### src/rtl/ex_md_unit.sv
// rtl/ex_md_unit.sv - execute stage: RV32I ALU plus M extension with iterative divide and optional iterative multiply
module ex_md_unit #(
  parameter int unsigned XLEN       = 32,
  parameter int unsigned REG_ADDR_W = 5,
  parameter bit          FAST_MUL   = 1'b1
) (
  input  logic                  clk,
  input  logic                  rst,
  input  logic                  flush_i,
  input  logic                  in_valid_i,
  output logic                  in_ready_o,
  input  logic [6:0]            opcode_i,
  input  logic [2:0]            funct3_i,
  input  logic [6:0]            funct7_i,
  input  logic [XLEN-1:0]       reg1_i,
  input  logic [XLEN-1:0]       reg2_i,
  input  logic [REG_ADDR_W-1:0] wd_i,
  input  logic                  wreg_i,
  output logic                  out_valid_o,
  input  logic                  out_ready_i,
  output logic [REG_ADDR_W-1:0] wd_o,
  output logic                  wreg_o,
  output logic [XLEN-1:0]       wdata_o,
  output logic                  busy_o
);

  localparam int unsigned SHW = $clog2(XLEN);
  localparam int unsigned W2  = 2 * XLEN;

  localparam logic [6:0] OPC_OP     = 7'b0110011;
  localparam logic [6:0] OPC_OP_IMM = 7'b0010011;
  localparam logic [6:0] OPC_LUI    = 7'b0110111;
  localparam logic [6:0] OPC_AUIPC  = 7'b0010111;
  localparam logic [6:0] OPC_JAL    = 7'b1101111;
  localparam logic [6:0] OPC_JALR   = 7'b1100111;
  localparam logic [6:0] OPC_LOAD   = 7'b0000011;

  localparam logic [XLEN-1:0] MIN_NEG = {1'b1, {(XLEN-1){1'b0}}};

  typedef enum logic [1:0] {S_IDLE, S_MUL, S_DIV, S_DONE} state_t;

  state_t state, state_nx;

  logic                  accept, is_m, start_mul, start_div, res_wreg;
  logic                  sgn_a, sgn_b, a_neg, b_neg, div_zero, div_ovf;
  logic [XLEN-1:0]       res, abs_a, abs_b;
  logic [W2-1:0]         fm_a, fm_b, fm_p;
  logic [SHW-1:0]        sh;

  logic [SHW-1:0]        cnt;
  logic [1:0]            f3_q;
  logic                  neg_q, neg_r, wreg_q, last;
  logic [REG_ADDR_W-1:0] wd_q;
  logic [W2-1:0]         mul_acc, mul_mcand, mul_sum, mul_prod;
  logic [XLEN-1:0]       mul_mplier, div_quo, div_rem, div_dvsr;
  logic [XLEN:0]         rem_sh;
  logic                  div_ge;
  logic [XLEN-1:0]       rem_nx, quo_nx, iter_res;

  // Operand sign handling shared by multiply and divide; magnitudes feed the iterative paths
  always_comb begin
    is_m = (opcode_i == OPC_OP) && (funct7_i == 7'b0000001);
    if (funct3_i[2]) begin
      sgn_a = !funct3_i[0];
      sgn_b = !funct3_i[0];
    end else begin
      sgn_a = (funct3_i[1:0] != 2'b11);
      sgn_b = !funct3_i[1];
    end
    a_neg    = sgn_a && reg1_i[XLEN-1];
    b_neg    = sgn_b && reg2_i[XLEN-1];
    abs_a    = a_neg ? -reg1_i : reg1_i;
    abs_b    = b_neg ? -reg2_i : reg2_i;
    fm_a     = {{XLEN{a_neg}}, reg1_i};
    fm_b     = {{XLEN{b_neg}}, reg2_i};
    fm_p     = fm_a * fm_b;
    sh       = reg2_i[SHW-1:0];
    div_zero = (reg2_i == '0);
    div_ovf  = !funct3_i[0] && (reg1_i == MIN_NEG) && (reg2_i == '1);
  end

  // Single-cycle result and the decision whether the op must iterate
  always_comb begin
    res       = '0;
    res_wreg  = 1'b0;
    start_mul = 1'b0;
    start_div = 1'b0;
    case (opcode_i)
      OPC_OP, OPC_OP_IMM: begin
        res_wreg = 1'b1;
        if (is_m && !funct3_i[2]) begin
          if (FAST_MUL) res = (funct3_i[1:0] == 2'b00) ? fm_p[XLEN-1:0] : fm_p[W2-1:XLEN];
          else          start_mul = 1'b1;
        end else if (is_m) begin
          if (div_zero)     res = funct3_i[1] ? reg1_i : '1;
          else if (div_ovf) res = funct3_i[1] ? '0 : reg1_i;
          else              start_div = 1'b1;
        end else begin
          case (funct3_i)
            3'b000:  res = (opcode_i == OPC_OP && funct7_i[5]) ? reg1_i - reg2_i : reg1_i + reg2_i;
            3'b001:  res = reg1_i << sh;
            3'b010:  res = {{(XLEN-1){1'b0}}, $signed(reg1_i) < $signed(reg2_i)};
            3'b011:  res = {{(XLEN-1){1'b0}}, reg1_i < reg2_i};
            3'b100:  res = reg1_i ^ reg2_i;
            3'b101:  res = funct7_i[5] ? XLEN'($signed(reg1_i) >>> sh) : reg1_i >> sh;
            3'b110:  res = reg1_i | reg2_i;
            default: res = reg1_i & reg2_i;
          endcase
        end
      end
      OPC_LUI, OPC_JAL, OPC_JALR: begin
        res      = reg2_i;
        res_wreg = 1'b1;
      end
      OPC_AUIPC, OPC_LOAD: begin
        res      = reg1_i + reg2_i;
        res_wreg = 1'b1;
      end
      default: begin
        res      = '0;
        res_wreg = 1'b0;
      end
    endcase
  end

  // One shift-add step and one restoring-divide step, plus the sign-fixed final result
  always_comb begin
    rem_sh   = {div_rem, div_quo[XLEN-1]};
    div_ge   = (rem_sh >= {1'b0, div_dvsr});
    rem_nx   = div_ge ? rem_sh[XLEN-1:0] - div_dvsr : rem_sh[XLEN-1:0];
    quo_nx   = {div_quo[XLEN-2:0], div_ge};
    mul_sum  = mul_mplier[0] ? mul_acc + mul_mcand : mul_acc;
    mul_prod = neg_q ? -mul_sum : mul_sum;
    last     = (cnt == SHW'(XLEN-1));
    if (state == S_DIV)
      iter_res = f3_q[1] ? (neg_r ? -rem_nx : rem_nx) : (neg_q ? -quo_nx : quo_nx);
    else
      iter_res = (f3_q == 2'b00) ? mul_prod[XLEN-1:0] : mul_prod[W2-1:XLEN];
  end

  // FSM state register
  always_ff @(posedge clk or negedge rst) begin
    if (!rst) state <= S_IDLE;
    else      state <= state_nx;
  end

  // FSM next state; flush always returns to IDLE
  always_comb begin
    state_nx = state;
    case (state)
      S_IDLE: begin
        if (accept && start_div)      state_nx = S_DIV;
        else if (accept && start_mul) state_nx = S_MUL;
      end
      S_MUL, S_DIV: if (last) state_nx = S_DONE;
      default:      state_nx = S_IDLE;
    endcase
    if (flush_i) state_nx = S_IDLE;
  end

  // FSM outputs and the input handshake
  always_comb begin
    busy_o     = (state != S_IDLE);
    in_ready_o = (state == S_IDLE) && (!out_valid_o || out_ready_i) && !flush_i;
    accept     = in_valid_i && in_ready_o;
  end

  // Operand capture, iteration registers and the held result
  always_ff @(posedge clk or negedge rst) begin
    if (!rst) begin
      out_valid_o <= 1'b0;
      wd_o        <= '0;
      wreg_o      <= 1'b0;
      wdata_o     <= '0;
      cnt         <= '0;
      f3_q        <= '0;
      neg_q       <= 1'b0;
      neg_r       <= 1'b0;
      wd_q        <= '0;
      wreg_q      <= 1'b0;
      mul_acc     <= '0;
      mul_mcand   <= '0;
      mul_mplier  <= '0;
      div_quo     <= '0;
      div_rem     <= '0;
      div_dvsr    <= '0;
    end else if (flush_i) begin
      out_valid_o <= 1'b0;
      wreg_o      <= 1'b0;
    end else begin
      if (out_valid_o && out_ready_i) out_valid_o <= 1'b0;
      if (accept) begin
        f3_q       <= funct3_i[1:0];
        neg_q      <= a_neg ^ b_neg;
        neg_r      <= a_neg;
        cnt        <= '0;
        wd_q       <= wd_i;
        wreg_q     <= wreg_i && res_wreg && (wd_i != '0);
        mul_acc    <= '0;
        mul_mcand  <= {{XLEN{1'b0}}, abs_a};
        mul_mplier <= abs_b;
        div_quo    <= abs_a;
        div_rem    <= '0;
        div_dvsr   <= abs_b;
        if (!start_mul && !start_div) begin
          out_valid_o <= 1'b1;
          wd_o        <= wd_i;
          wreg_o      <= wreg_i && res_wreg && (wd_i != '0);
          wdata_o     <= res;
        end
      end
      if (state == S_MUL || state == S_DIV) begin
        cnt        <= cnt + 1'b1;
        mul_acc    <= mul_sum;
        mul_mcand  <= mul_mcand << 1;
        mul_mplier <= mul_mplier >> 1;
        div_quo    <= quo_nx;
        div_rem    <= rem_nx;
        if (last) begin
          out_valid_o <= 1'b1;
          wd_o        <= wd_q;
          wreg_o      <= wreg_q;
          wdata_o     <= iter_res;
        end
      end
    end
  end

endmodule

### config.mk
export PLATFORM = sky130hd
export DESIGN_NAME = ex_md_unit
export DESIGN_NICKNAME = d
export VERILOG_FILES = /design/src/rtl/ex_md_unit.sv
export SDC_FILE = /design/constraint.sdc
export NUM_CORES = 2
export LEC_CHECK = 0
export ABC_CLOCK_PERIOD_IN_PS = 9700
export CORE_MARGIN = 2
export CORE_UTILIZATION = 30
export CTS_BUF_LIST = sky130_fd_sc_hd__clkbuf_4 sky130_fd_sc_hd__clkbuf_8
export CTS_CLUSTER_DIAMETER = 50
export DETAILED_ROUTE_END_ITERATION = 7
export PLACE_DENSITY_LB_ADDON = 0.05
export SLEW_MARGIN = 20
export SYNTH_ARGS = -nofsm -noshare
export SYNTH_HDL_FRONTEND = slang
export SYNTH_SLANG_ARGS = --single-unit
### constraint.sdc
create_clock -name clk -period 9.7 [get_ports clk]
set_input_delay 2.425 -clock clk [delete_from_list [all_inputs] [get_ports clk]]
set_output_delay 2.425 -clock clk [all_outputs]
set_load 0.01 [all_outputs]
After elaboration in Yosys (flattened, before gate mapping) --
Cells that the tools add are included.
Cells by class: add/subtract/negate cells 10, multiply operators 1, order comparisons 3, equal/unequal tests 22, shift operators 3, mux-type cells 64, bitwise gates (word level) 5, reductions and logical operators 37
Operators by type and width (count):
- two-way mux 32 bit | 27
- two-way mux 64 bit | 6
- case mux 32 bit (7 select lines) | 1
- negation 32 bit | 4
- case mux 32 bit (3 select lines) | 1
- adder 64 bit | 1
- equality test 32 bit (second input constant) | 2
- less-than comparator 32 bit | 2
- multiplier 33 x 33 -> 64 bit | 1
- negation 64 bit | 1
- subtractor 32 bit | 2
- greater-or-equal comparator 33 x 32 -> 1 bit | 1
- adder 32 bit | 1
- AND 32 bit | 1
- logical NOT 32 bit | 1
- bitwise OR 32 bit | 1
- << shifter 32 x 5 -> 32 bit | 1
- right shift 32 x 5 -> 32 bit | 1
- >>> shifter 32 x 5 -> 32 bit | 1
- bitwise XOR 32 bit | 1
- two-way mux 5 bit | 6
- two-way mux 1 bit | 19
- equality test 7 x 5 -> 1 bit (second input constant) | 2
- equality test 7 x 6 -> 1 bit (second input constant) | 2
- 27 further kinds | 59
Word-level totals: bits in registers 312

Longest topological paths before layout --
depth after elaboration 13, depth in mapped cells 36, depth with buffers taken out 33

Worst setup path after synthesis --
OpenSTA, ideal clock, no wires.
kind input to register, start point input port reg2_i[1], end point register wdata_o[28], library setup time 0.065 ns, arrival 11.759 ns, data required time 9.635 ns, path slack -2.124 ns, cell stages on the path 33, cell sequence clkbuf_1 clkbuf_1 clkbuf_1 clkbuf_1 buf_1 clkbuf_1 nand2_1 fa_1 fa_1 inv_1 fa_1 fa_1 fa_1 fa_1 inv_1 fa_1 fa_1 inv_1 ha_1 and3_1 and4_1 nand3_1 or3_1 or4_1 a211oi_1 a21oi_1 o31ai_1 a31oi_1 xor2_1 a221oi_1 o21ai_0 a21oi_1 a22o_1
On the way: word-level cells in the longest chain between the ends 11, elaborated cells between the ends (all ways) 27, classes of those cells 2 x add/sub; 1 x mul; 1 x eq/ne; 3 x shift; 18 x mux; 2 x reduce/logical
Ends and longest elaborated chain:
- from (decl) | line 16 | input logic [XLEN-1:0] reg2_i,
- branches (longest 7 deep; another with multiplier 33 x 33 -> 64 bit)
- two-way mux 32 bit (*) | line 205 | if (!start_mul && !start_div) begin
- two-way mux 32 bit (*) | line 192 | if (accept) begin
- two-way mux 32 bit | line 219 | if (last) begin
- two-way mux 32 bit (*) | line 212 | if (state == S_MUL || state == S_DIV) begin
- to (signal assigned) | line 209 | wdata_o <= res;
- to (signal assigned) | line 223 | wdata_o <= iter_res;
- to (decl) | line 23 | output logic [XLEN-1:0] wdata_o,
Every way passes the cells marked *. A chain may end at the register's enable or synchronous reset.

Worst setup path after layout --
start point input port reg1_i[10], end point register wdata_o[24]
On the way: word-level cells in the longest chain between the ends 12, elaborated cells between the ends (all ways) 27, classes of those cells 2 x add/sub; 1 x mul; 1 x eq/ne; 3 x shift; 18 x mux; 2 x reduce/logical
Ends and longest elaborated chain:
- from (decl) | line 15 | input logic [XLEN-1:0] reg1_i,
- branches (longest 8 deep; another with multiplier 33 x 33 -> 64 bit)
- two-way mux 32 bit (*) | line 205
- two-way mux 32 bit (*) | line 192
- two-way mux 32 bit | line 219
- two-way mux 32 bit (*) | line 212
Marked as above.

==> results.json <==
{
  "worstSetupStartpointType": "input pin",
  "die_w_um": 497,
  "grt_first_pass_wirelength_um": 565000,
  "chipHeight_um": 497,
  "setup_violations": 17,
  "slowest_stage": "fa_1",
  "vias": 71600,
  "syn_to_final_growth_pct": 23.2,
  "via_per_inst": 5.47,
  "grtUsageTotal_pct": 32.3,
  "synthMuxAreaShare_pct": 2.85,
  "synth_compound_area_share_pct": 17.1,
  "clock_skew_ns": 0.0771,
  "use_met2_pct": 48.3,
  "drt_iter0_drc": 7331,
  "gp_congestion": 0.973,
  "synthSimpleGateAreaFrac_pct": 16.9,
  "synth-edff-count": 0,
  "maxSlewViolCount": 0,
  "grt.busiest_layer": "met2",
  "critical_path.endpoint_type": "register",
  "max_freq_ghz": 0.0995,
  "drive_gt1_share_pct": 18.0,
  "place_area_um2": 84300,
  "wl_um": 404000,
  "numPortBuffers": 132,
  "critPathArrivalTime_ns": 10.67,
  "cts.clk_slew.worst_paths_ns": 0.06,
  "fillers": 25400,
  "post_synth_num_cell_types": 103,
  "clockBufferDepth": 3,
  "synth_flop_cell": "dfrtp_1",
  "rsz0062_at_grt": "true",
  "cts_made_buffers": 71,
  "cts_max_level": 3,
  "synth_area_leaders": "fa_1 31%, dfrtp_1 11%, ha_1 7.1%",
  "cts-root-buf": "clkbuf_8",
  "finalNetCount": 11500,
  "worst_slew_pin_slew_ns": 1.31,
  "multiInputGateArea_um2": 59300,
  "dieArea_um2": 247000,
  "synth-adder-area-share_pct": 38.2,
  "cts.sinks": 312,
  "grt_pass1_vias": 71400,
  "postLayoutCellArea_um2": 89700,
  "synth-seq-area-share_pct": 10.7,
  "critical_path_class": "in -> reg",
  "fin_crit_sh_pct": 104,
  "holdBufCountCts": 0,
  "routedWlPerCell_um": 30.9,
  "max_cap_viol_count": 0,
  "ys_ff_latch": 312,
  "core_um2": 241000,
  "syn_avg_cell_area_um2": 7.98,
  "start_util_pct": 30.2,
  "relSlewSlack_pct": 12.0,
  "synth_top_area_share_pct": 31.0,
  "syn-cell-area_um2": 72800,
  "worst-path-max-fanout": 7,
  "cts_tree": "built",
  "worst_slack_ns": -0.346,
  "gr-usage-met1_pct": 47.7,
  "r2r_cells": 21,
  "drt_drc_violations_left": 0,
  "synth_top_family_by_area": "adder cells",
  "ant_nets": 0,
  "synth_most_common_cell": "inv_1",
  "post-dp-hpwl_um": 336000,
  "synth_area_leader_cell": "fa_1",
  "hp-class": "reg -> reg",
  "synthCells": 9123,
  "ios": 133,
  "cp.required_ns": 10.32,
  "rows": 180,
  "crit_top_cell": "fa_1",
  "grt_remaining_overflow": 0,
  "status": "complete, but fails checks",
  "dr.pass1.iters": 6,
  "syn_nets": 10800,
  "hold_violations": 0,
  "async_flop_share_pct": 100,
  "violations": "negative setup slack",
  "grt_max_degree": 135,
  "use_met3_pct": 5.47,
  "antenna_found_initial": 25,
  "max_stage_delay_ns": 0.57,
  "yosys.area_share.xor_xnor_pct": 3.98,
  "synth_common_cells": "1372 x inv_1, 1349 x nand2_1, 1129 x fa_1",
  "hold_depth": 2,
  "clock_latency_ns": 0.76,
  "final-seq-area_um2": 7810,
  "yosys_warnings": 0,
  "period_minus_slack_ns": 10.05
}
==> critical path, delay by kind of cell <==
| family | cells | cell delay [ns] |
|---|---|---|
| adders and majority gates | 9 | 4.35 |
| and+or+nand+nor | 6 | 1.34 |
| AOI/OAI and AO/OA | 7 | 1.32 |
| buffers and inverters | 9 | 0.98 |
| xor gates and xnor gates | 1 | 0.18 |
==> cell families (layout without fill, tap and decap cells) <==
family | count (synthesis) | count (layout)
and+or+nand+nor | 2816 | 2816
buffers and inverters | 1991 | 2755
AOI/OAI and AO/OA | 1962 | 1962
adders and majority gates | 1544 | 1544
xor gates and xnor gates | 331 | 331
DFF | 312 | 312
muxes | 167 | 167
other | 0 | 10
==> final timing paths <==
check	start	endpoint	slack, ns
worst max-delay path	reg1_i[10]	wdata_o[24]$_DFFE_PN0N_	-0.35
min in group asynchronous	rst	mul_mcand[54]$_DFFE_PN0P_	1.63
worst min-delay path	mul_mplier[31]$_DFFE_PN0P_	mul_mplier[30]$_DFFE_PN0P_	0.47
worst max register to register	div_rem[3]$_DFFE_PN0P_	wdata_o[28]$_DFFE_PN0N_	1.90
worst min register to register	mul_mplier[31]$_DFFE_PN0P_	mul_mplier[30]$_DFFE_PN0P_	0.47
max in group asynchronous	rst	wd_q[1]$_DFFE_PN0P_	6.33
==> layout by cell type (no fill, tap or decap), drive strengths merged, types with 73 or more instances in the layout <==
| master | instances |
|---|---|
| a21o | 78 |
| buf | 1151 |
| ha | 415 |
| xnor2 | 237 |
| o22ai | 73 |
| mux2i | 112 |
| a21oi | 471 |
| inv | 1373 |
| nor3 | 116 |
| xor2 | 94 |
| clkbuf | 103 |
| nand2 | 1349 |
| nand4 | 77 |
| o211ai | 75 |
| o21ai | 613 |
| nand3 | 203 |
| dfrtp | 312 |
| nor2 | 716 |
| fa | 1129 |
==> timing repair <==
item,CTS,global route
hold endpoints to repair,0,0
buffers inserted,104,36
gates cloned,7,2
resized for setup,385,247
pin swaps,168,151
endpoints found under the setup margin,30,32
==> routing by layer <==
layer	up-vias	wire (um)	part of all wire, %
met2	2812	173000	43
met4	6	13800	3.4
li1	31300	-	-
met3	463	30600	7.6
met5	-	36	0.0089
met1	37000	187000	46
==> metrics by stage <==
stage / setup TNS [ns] / worst slack, ns / util [%] / hold WS, ns / std cells
final: -2.35 / -0.346 / 37.2 / 0.470 / 13100
after global routing: -5.58 / -0.473 / 37.2 / 0.499 / 13100
after CTS: -3.44 / -0.368 / 36.7 / 0.478 / 13000
after detailed placement: -44.62 / -1.81 / 35.0 / 0.463 / 12800
after global placement: -44.47 / -1.81 / 35.0 / 0.457 / 12800
after floorplan: -7.36 / -0.733 / - / 0.446 / 9123
==> layout make-up <==
class,instances,share of cell area (%)
Clock buffer,100,1.41
Clock inverter,26,0.420
Inverter,1400,5.97
Multi-Input combinational cell,6820,66.1
Sequential cell,312,8.71
Timing Repair Buffer,1229,12.9
Tap cell,3185,4.44
Antenna cell,10,0.0279
==> state kept, by name (all words and copies together) (netlist names) <==
| name | count |
|---|---|
| neg_q | 1 |
| wd_o | 5 |
| state | 2 |
| wd_q | 5 |
| neg_r | 1 |
| mul_mplier | 32 |
| div_quo | 32 |
| div_dvsr | 32 |
| f3_q | 2 |
| wreg_q | 1 |
| wdata_o | 32 |
| wreg_o | 1 |
| mul_acc | 64 |
| out_valid_o | 1 |
| cnt | 5 |
| div_rem | 32 |
| mul_mcand | 64 |
Power is left out: the tool's default activity adds up to more than one toggle a clock period on the data nets, which glitch-free logic cannot reach.
